## src/rtl/dmem_scanner_pkg.sv

```systemverilog
// -----------------------------------------------------------------------------
// dmem_scanner_pkg
//   Shared constants and types for the data-memory display scanner:
//     - SEG_TBL   : 16-entry active-low seven-segment table (bit 0 = a .. bit 6 = g)
//     - SEG_BLANK : all segments off
//     - AN_PAT    : active-low digit-enable pattern per digit index
//     - AN_OFF    : all digits disabled
//     - digit_e   : digit index / display-role encoding
//     - next_digit: 0->1->2->3->0 sequencing helper
// -----------------------------------------------------------------------------
package dmem_scanner_pkg;

    localparam int NUM_DIGITS = 4;
    localparam int NUM_BYTES  = 16;

    // Each digit index has a fixed role in the frame.
    typedef enum logic [1:0] {
        DIG_LO    = 2'd0,   // low nibble of the snapshot byte
        DIG_HI    = 2'd1,   // high nibble of the snapshot byte
        DIG_ADDR  = 2'd2,   // address of the snapshot byte
        DIG_BLANK = 2'd3    // dark digit, enable still driven
    } digit_e;

    localparam logic [6:0] SEG_BLANK = 7'h7F;
    localparam logic [3:0] AN_OFF    = 4'hF;

    // Active-low segments, index = hex value.
    localparam logic [6:0] SEG_TBL [NUM_BYTES] = '{
        7'h40, 7'h79, 7'h24, 7'h30,
        7'h19, 7'h12, 7'h02, 7'h78,
        7'h00, 7'h10, 7'h08, 7'h03,
        7'h46, 7'h21, 7'h06, 7'h0E
    };

    // Active-low enables, exactly one digit low, index = digit index.
    localparam logic [3:0] AN_PAT [NUM_DIGITS] = '{
        4'b1110, 4'b1101, 4'b1011, 4'b0111
    };

    function automatic digit_e next_digit(input digit_e d);
        return digit_e'(d + 2'd1);
    endfunction

endpackage

```

## src/rtl/hex7seg.sv

```systemverilog
// -----------------------------------------------------------------------------
// hex7seg
//   Combinational hex-to-seven-segment decoder (active-low outputs).
//   Ports:
//     hex [3:0] : nibble to display
//     seg [6:0] : active-low segments, seg[0] = a .. seg[6] = g
// -----------------------------------------------------------------------------
module hex7seg
    import dmem_scanner_pkg::*;
(
    input  logic [3:0] hex,
    output logic [6:0] seg
);

    assign seg = SEG_TBL[hex];

endmodule

```

## src/rtl/dmem_scanner.sv

```systemverilog
// -----------------------------------------------------------------------------
// dmem_scanner
//   Multiplexed four-digit display of one byte of a 16-byte data memory.
//   Each frame (four digit periods) shows: digit 0 = low nibble, digit 1 =
//   high nibble, digit 2 = byte address, digit 3 = blank. The displayed byte
//   and its address are captured once per frame so a frame never mixes old
//   and new data. The address either auto-scrolls or steps on a push-button.
//
//   Parameters:
//     REFRESH_DIV  : clock cycles per digit period (>= 2)
//     SCROLL_TICKS : digit periods per auto-scroll advance (>= 1)
//   Ports:
//     clock        : system clock, rising edge
//     reset        : asynchronous active-low reset
//     datamem_bus  : 16 bytes, byte i at [8i+7:8i]
//     auto_scroll  : 1 = auto address advance, 0 = manual stepping
//     step         : raw asynchronous push-button
//     seg          : active-low segments (registered)
//     an           : active-low digit enables (registered)
//     shown_addr   : address of the byte latched for the current frame
// -----------------------------------------------------------------------------
module dmem_scanner
    import dmem_scanner_pkg::*;
#(
    parameter int REFRESH_DIV  = 50000,
    parameter int SCROLL_TICKS = 2000
) (
    input  logic         clock,
    input  logic         reset,
    input  logic [127:0] datamem_bus,
    input  logic         auto_scroll,
    input  logic         step,
    output logic [6:0]   seg,
    output logic [3:0]   an,
    output logic [3:0]   shown_addr
);

    localparam int RW = (REFRESH_DIV  > 1) ? $clog2(REFRESH_DIV)  : 1;
    localparam int SW = (SCROLL_TICKS > 1) ? $clog2(SCROLL_TICKS) : 1;

    // -------------------------------------------------------------------------
    // Refresh timing
    // -------------------------------------------------------------------------
    logic [RW-1:0] refresh_cnt;
    logic          tick;
    digit_e        digit;
    digit_e        digit_nxt;
    logic          wrap;

    assign tick      = (refresh_cnt == RW'(REFRESH_DIV - 1));
    assign digit_nxt = next_digit(digit);
    assign wrap      = tick && (digit == DIG_BLANK);

    // -------------------------------------------------------------------------
    // Frame snapshot source
    // -------------------------------------------------------------------------
    logic [NUM_BYTES-1:0][7:0] mem_bytes;
    logic [3:0]                sel_addr;
    logic [7:0]                snapshot;
    logic [7:0]                snap_nxt;
    logic [3:0]                shown_nxt;

    assign mem_bytes = datamem_bus;

    // The snapshot taken on the wrap tick is decoded on that same tick, so
    // digit 0 of a new frame already shows the new byte.
    assign snap_nxt  = wrap ? mem_bytes[sel_addr] : snapshot;
    assign shown_nxt = wrap ? sel_addr            : shown_addr;

    // -------------------------------------------------------------------------
    // Nibble selection for the digit about to be driven
    // -------------------------------------------------------------------------
    logic [3:0] nibble;
    logic [6:0] hex_seg;

    always_comb begin
        nibble = 4'h0;
        unique case (digit_nxt)
            DIG_LO:   nibble = snap_nxt[3:0];
            DIG_HI:   nibble = snap_nxt[7:4];
            DIG_ADDR: nibble = shown_nxt;
            default:  nibble = 4'h0;
        endcase
    end

    hex7seg u_hex7seg (
        .hex (nibble),
        .seg (hex_seg)
    );

    // -------------------------------------------------------------------------
    // Digit scan: counter, digit index, snapshot and registered outputs.
    // Outputs stay blank after reset until the first tick, whose first lit
    // digit is digit 1.
    // -------------------------------------------------------------------------
    always_ff @(posedge clock or negedge reset) begin
        if (!reset) begin
            refresh_cnt <= '0;
            digit       <= DIG_LO;
            snapshot    <= 8'h00;
            shown_addr  <= 4'h0;
            seg         <= SEG_BLANK;
            an          <= AN_OFF;
        end else begin
            refresh_cnt <= tick ? '0 : refresh_cnt + 1'b1;
            if (tick) begin
                digit <= digit_nxt;
                an    <= AN_PAT[digit_nxt];
                seg   <= (digit_nxt == DIG_BLANK) ? SEG_BLANK : hex_seg;
            end
            if (wrap) begin
                snapshot   <= snap_nxt;
                shown_addr <= shown_nxt;
            end
        end
    end

    // -------------------------------------------------------------------------
    // Step synchronizer and edge detect. step_s1/step_s2 resolve
    // metastability; step_s3 holds the previous synchronized level. The
    // pulse is registered so it is a clean single-cycle strobe.
    // -------------------------------------------------------------------------
    logic step_s1, step_s2, step_s3;
    logic step_pulse;

    // -------------------------------------------------------------------------
    // Address selection. Any change of auto_scroll is handled first: it
    // restarts the scroll count and swallows a coincident step pulse, so the
    // address never moves on a mode change.
    // -------------------------------------------------------------------------
    logic          auto_q;
    logic [SW-1:0] scroll_cnt;

    always_ff @(posedge clock or negedge reset) begin
        if (!reset) begin
            step_s1    <= 1'b0;
            step_s2    <= 1'b0;
            step_s3    <= 1'b0;
            step_pulse <= 1'b0;
            auto_q     <= 1'b0;
            scroll_cnt <= '0;
            sel_addr   <= 4'h0;
        end else begin
            step_s1    <= step;
            step_s2    <= step_s1;
            step_s3    <= step_s2;
            step_pulse <= step_s2 & ~step_s3;
            auto_q     <= auto_scroll;

            if (auto_scroll != auto_q) begin
                scroll_cnt <= '0;
            end else if (auto_scroll) begin
                if (tick) begin
                    if (scroll_cnt == SW'(SCROLL_TICKS - 1)) begin
                        scroll_cnt <= '0;
                        sel_addr   <= sel_addr + 4'd1;
                    end else begin
                        scroll_cnt <= scroll_cnt + 1'b1;
                    end
                end
            end else if (step_pulse) begin
                sel_addr <= sel_addr + 4'd1;
            end
        end
    end

endmodule

```

## config.mk

```make
export PLATFORM = sky130hd
export DESIGN_NAME = dmem_scanner
export DESIGN_NICKNAME = d
export VERILOG_FILES = /design/src/rtl/dmem_scanner_pkg.sv /design/src/rtl/hex7seg.sv /design/src/rtl/dmem_scanner.sv
export SDC_FILE = /design/constraint.sdc
export NUM_CORES = 1
export LEC_CHECK = 0
export CAP_MARGIN = 30
export CORE_MARGIN = 2
export CORE_UTILIZATION = 42
export CTS_CLUSTER_SIZE = 10
export DETAILED_ROUTE_END_ITERATION = 8
export PLACE_DENSITY = 0.89
export SYNTH_ARGS = -nofsm -noshare
export SYNTH_HDL_FRONTEND = slang
export SYNTH_HIERARCHICAL = 1
export SYNTH_SLANG_ARGS = --single-unit
```

## constraint.sdc

```tcl
create_clock -name clock -period 3.3 [get_ports clock]
set_input_delay 0.495 -clock clock [delete_from_list [all_inputs] [get_ports clock]]
set_output_delay 0.495 -clock clock [all_outputs]
set_load 0.1 [all_outputs]
```

# --- Word level (Yosys, flattened, before mapping) ---
# Memories as Yosys holds them, arrays and structs flattened.
# Cells that the tools add are included.
op_classes:
  addsub: 4
  mul: 0
  div: 0
  order_cmp: 3
  n_eq_ne: 9
  n_shift: 0
  n_mux: 20
  n_bitwise: 5
  reduce_logical: 7
op_table:
  columns: ["op", "count"]
  rows:
  - ["$mux 11", 4]
  - ["$bmux 8 s4", 1]
  - ["$mux 4", 7]
  - ["$mux 7", 3]
  - ["$add 16x1->16 const B", 1]
  - ["$eq 16x16->1 const B", 1]
  - ["$mux 16", 1]
  - ["$mux 8", 2]
  - ["$pmux 4 s3", 1]
  - ["$add 11x1->11 const B", 1]
  - ["$eq 11x11->1 const B", 1]
  - ["$bmux 4 s2", 1]
  - ["$eq 2x2->1 const B", 3]
  - ["$reduce_bool 2->1", 3]
  - ["$ge 5x5->1 const B", 1]
  - ["$lt 4x5->1 const B", 1]
  - ["$not 4->5", 1]
  - ["$add 4x1->4 const B", 1]
  - ["$ne 2x1->1 const B", 2]
  - ["$reduce_and 4->1", 1]
  - ["$ge 3x3->1 const B", 1]
  - ["$not 2->3", 1]
  - ["$add 2x1->2 const B", 1]
  - ["$eq 2x1->1 const B", 1]
  - ["other kinds (6)", 7]
word_totals:
  register_bits: 61
  latchBits: 0
  ram_bits: 0
  mem_bits_ro: 112
  input_bits: 132
  output_inout_bits: 15
  wordCells: 62
  mem_count: 1
mem_list:
  columns: ["memory", "words", "word_bits", "read_ports", "rd_clocked_by_memory_dff", "write_ports", "line", "source"]
  rows:
  - ["(no name shown)", 16, 7, 1, 0, 0, "hex7seg.sv:15", "assign seg = SEG_TBL[hex];"]

# --- Longest topological paths before layout ---
logic_depth:
  depth_word: 9
  ltp_mapped: 15
  depth_no_buf: 13

# --- By module ---
# The synthesis kept the hierarchy.
modules_own_cells:
  columns: ["mod", "instances", "cells_per_inst", "area_per_inst_um2", "seq_area_each_um2"]
  rows:
  - ["dmem_scanner", 1, 346, 3936.3, 1540.2]
  - ["hex7seg", 1, 32, 275.3, 0.0]

# --- Least setup slack after synthesis ---
# OpenSTA, ideal clock, no wires.
synth_timing:
  path_type: "register to register"
  startpoint: "register refresh_cnt[0]"
  endpoint: "register seg[3]"
  setup_time_ns: 0.079
  arrival_ns: 3.167
  required_time_ns: 3.221
  slack_ns: 0.054
  path_stages_with_launch: 15
  path_buffers: 3
  cell_sequence: "dfrtp_1 -> ha_1 -> and3_1 -> buf_2 -> and4_1 -> buf_2 -> clkbuf_1 -> nand4_1 -> a31oi_1 -> inv_1 -> ha_1 -> inv_1 -> mux4_1 -> nor3_1 -> nor2_1"
synth_via:
  elab_chain_len: 9
  elab_cells_between_ends: 10
  cone_classes: "eq/ne: 1; mux: 6; bitwise: 1; reduce/logical: 1; memory: 1"
synth_lines:
  columns: ["element", "line", "source"]
  rows:
  - ["start: declaration", "dmem_scanner.sv:44", "logic [RW-1:0] refresh_cnt;"]
  - ["start signal: assignment", "dmem_scanner.sv:105", "refresh_cnt <= tick ? '0 : refresh_cnt + 1'b1;"]
  - ["$eq 16x16->1 *", "dmem_scanner.sv:50", "assign tick = (refresh_cnt == RW'(REFRESH_DIV - 1));"]
  - ["$logic_and 1x1->1 *", "dmem_scanner.sv:52", "assign wrap = tick && (digit == DIG_BLANK);"]
  - ["$mux 4 or $mux 8 (tied branches)", "dmem_scanner.sv:68, dmem_scanner.sv:67", null]
  - ["$pmux 4 s3 *", "dmem_scanner.sv:78", "unique case (digit_nxt)"]
  - ["via nibble[0]", "dmem_scanner.sv:73", "logic [3:0] nibble;"]
  - ["$not 4->5 (implied by the code) *", "hex7seg.sv:15", null]
  - ["$mem_v2 16x7 *", null, null]
  - ["$mux 7 (implied by the code) * (2 in a row)", "hex7seg.sv:15", null]
  - ["via hex_seg[3]", "dmem_scanner.sv:74", "logic [6:0] hex_seg;"]
  - ["$mux 7 *", "dmem_scanner.sv:109", "seg <= (digit_nxt == DIG_BLANK) ? SEG_BLANK : hex_seg;"]
  - ["end signal: assignment", "dmem_scanner.sv:109", null]
  - ["end: declaration", "dmem_scanner.sv:33", "output logic [6:0] seg,"]
# The timed path passes the listed nets; every way through them passes the cells marked *. The select of a mux whose other input is x is not followed.
# A chain may end at the register's enable or synchronous reset.

# --- Worst setup path after layout ---
layout_timing:
  startpoint: "register refresh_cnt[0]"
  endpoint: "register seg[6]"
# Same word-level chain as after synthesis.

==> impl_metrics.toml <==
[power_and_ir_drop]
seq_power_share_pct = 30.4
finalPower_mw = 2.789
peakVddDrop_v = 0.0003127
clkPwrFrac_pct = 25.5
p_leak_nw = 2.552
power_density_nw_per_um2 = 446.7
cellInternalPower_mw = 1.918
switching_power_mw = 0.8707
combPwrFrac_pct = 44.1
swShare_pct = 31.22

[setup_path]
critPathMostFrequentCell = "buf_4"
startpoint_type = "flip-flop"
crit_type = "flip-flop to flip-flop"
crit_required_ps = 3570
crit_family = "compound AO/OA/AOI/OAI gates"
cp-end-kind = "flip-flop"
crit_buf_inv = 4
cp_data_arrival_time_ps = 3520
r2r_slack_ps = 50
crit_path_top_delay_cell = "dfrtp_1"
slowest_delay_ps = 400
crit_chain = "ha_2, and3_1, nand4_1, buf_4, a2111oi_2, buf_4, o21ai_0, a31oi_1, inv_1, buf_4, ha_1, mux2_2, a22o_1, nor3_2, nor2_1"
cp_max_fo = 4

[outcome]
outcome = "complete, no violations"

[global_routing]
grt_most_used_layer = "met2"
antenna_found_initial = 3
grt_pass1_wl_um = 20110
grtUsageMet1_pct = 26.52
gr-usage-met3_pct = 3.759
grt_max_degree = 41
globalRoute.totalOverflow = 0
gr-usage-all-layers_pct = 23.42
grt_pass1_vias = 4081
grt_util_met2_pct = 42.25

[logic_synthesis]
syn_inst = 378
netlist_top_cells_count = "dfrtp_1 (50), nor2_1 (39), mux4_2 (33)"
synth_top_area_share_pct = 29.71
synth.area.mux_share_pct = 22.85
synthArstFlopShare_pct = 100.0
synthFlopType = "dfrtp_1"
yosys.area_share.adder_pct = 5.348
synth_fp_nets = 528
synth_top_family_by_area = "multiplexers"
ys_top_cells_by_area = "dfrtp_1 (30%), mux4_2 (18%), dfstp_2 (6.9%)"
synth_area_leader_cell = "dfrtp_1"
synth_cell_type_count = 52
netlist_area_sq_um = 4212
yosys.area_share.simple_pct = 15.75
synth-edff-count = 0
ys_seq_area_share_pct = 36.57
yosysWarningCount = 6
synth-seq-cells = 61
synth_most_common_cell = "dfrtp_1"
synth-xor-area-share_pct = 3.535
syn_avg_cell_area_sq_um = 11.14
synth_compound_area_share_pct = 11.59

[drt]
wl_per_cell_um = 18.41
drc = 0
drtIter0Drc = 276
first_pass_iters = 4
via_count = 3888
final_antenna_net_count = 0
via_per_inst = 5.635
routed_wl_um = 12710

[clocking]
root_buffer = "clkbuf_8"
clk_pin_slew_worst_paths_ps = 70
cts_tree = "yes"
worstSkewPairLatency_ps = 340
cts_buffer_depth = 2
clkSinkCount = 61
h-tree-depth = 3
numCtsBuffers = 9

[placed_design]
dp_slack_ps = -394.2
gp_congestion = 0.8492
port_buffers = 146
placedCellCount = 666
hpwl_um = 10220
postPlaceCellArea_sq_um = 5946

[final_layout]
area_delta_synth_final_pct = 48.25
layout.nets = 699
fin_util_pct = 63.88
nFillCells = 699
fin_area_sq_um = 6243
final_cells = 690
drive_above_1_share_pct = 25.45

[die]
fp.dieH_um = 104.1
die_w_um = 104.1
rows = 36
io_pins = 147
core-area_sq_um = 9774
initial_core_util_pct = 43.09
dieArea_sq_um = 10840

[run]
drv_cap = 0

[timing]
tns_ps = 0
final.setup.worst_slack_ps = 52.21
setup-violations-final = 0
slew_violations = 0
hold_ws_ps = 102.2
min_period_ps = 3248
period_share_pct = 98.42
final-hold-violation-count = 0
slew_headroom_pct = 29.66
fin_skew_ps = 3.225
fmax_mhz = 307.9
tightest_slew_ps = 1046

[worst_hold_path]
min_path_type = "input port to async pin"
==> area by class of cell <==
type / count / area (sq um) / share of cell area (%)
Inverter: 12 / 45.04 / 0.7214
Tap cell: 133 / 166.4 / 2.665
Timing Repair Buffer: 183 / 1744 / 27.94
Clock inverter: 5 / 75.07 / 1.202
Sequential cell: 61 / 1540 / 24.67
Multi-Input combinational cell: 282 / 2534 / 40.58
Clock buffer: 11 / 131.4 / 2.104
Antenna cell: 3 / 7.507 / 0.1202
==> cells by family (layout without fill, tap and decap cells) <==
kind of cell             after synthesis  after routing
AO/OA/AOI/OAI                         69             69
adder cells (fa/ha/maj)               18             18
other                                  0              3
flip-flops                            61             61
AND/OR/NAND/NOR                      126            126
multiplexers                          52             52
buffers and inverters                 35            211
XOR/XNOR                              17             17
==> power by group through the flow <==
| stage | Combinational, mW | Clock (mW) | Sequential (mW) |
|---|---|---|---|
| after CTS | 1.21 | 0.714 | 0.848 |
| final | 1.23 | 0.710 | 0.849 |
| after global placement | 1.15 | 0 | 0.859 |
| after detailed placement | 1.20 | 0 | 0.861 |
| after floorplan | 0.823 | 0 | 0.828 |
| after global routing | 1.30 | 0.741 | 0.856 |
==> timing repair <==
item / CTS / global route
pin swaps: 0 / 6
hold buffers: 0 / 0
buffers inserted: 0 / 5
resized for setup: 3 / 13
endpoints found under the setup margin: 5 / 7
==> path summary, 6_finish.rpt <==
kind / start / endpoint / cells past startpoint
max: refresh_cnt[0] / seg[6] / 15
min: reset / scroll_cnt[0] / 1
max reg2reg: refresh_cnt[0] / seg[6] / 15
min reg2reg: step_s1 / step_s2 / 0
max in group asynchronous: reset / seg[1] / 2
min in group clock: step_s1 / step_s2 / 0
==> sequential cells by signal (all words and copies together) (netlist names), 2 cells and up <==
register,flops
digit,2
shown_addr,4
snapshot,8
seg,7
sel_addr,4
an,4
refresh_cnt,16
scroll_cnt,11
==> metal layers <==
| metal | routed length, um | vias to the layer above |
|---|---|---|
| met5 | 0 | - |
| met4 | 558 | 0 |
| met3 | 709 | 48 |
| met2 | 6770 | 174 |
| met1 | 4667 | 1886 |
| li1 | - | 1780 |
==> placed cells by master, fill, tap and decap left out, types with 5 or more instances in the layout <==
| master | count |
|---|---|
| clkdlybuf4s50_1 | 134 |
| dfrtp_1 | 50 |
| buf_4 | 45 |
| nor2_1 | 39 |
| mux4_2 | 34 |
| o21ai_0 | 22 |
| nand2_1 | 21 |
| ha_1 | 17 |
| inv_1 | 12 |
| nand3_1 | 12 |
| xor2_1 | 12 |
| dfstp_2 | 11 |
| mux2_2 | 10 |
| nor3_1 | 10 |
| nand4_1 | 9 |
| clkbuf_8 | 9 |
| mux2i_1 | 8 |
| a31oi_1 | 7 |
| a22oi_1 | 6 |
| or2_2 | 5 |
| xnor2_1 | 5 |
==> worst reg2reg max path, cell delays in order, from the launching register on <==
cell,delay [ps]
dfrtp_1,400
ha_2,200
and3_1,210
nand4_1,120
buf_4,200
a2111oi_2,370
buf_4,170
o21ai_0,80
a31oi_1,280
inv_1,130
buf_4,160
ha_1,190
mux2_2,260
a22o_1,200
nor3_2,160
nor2_1,60
No activity file was read; power rests on OpenSTA's default activity.
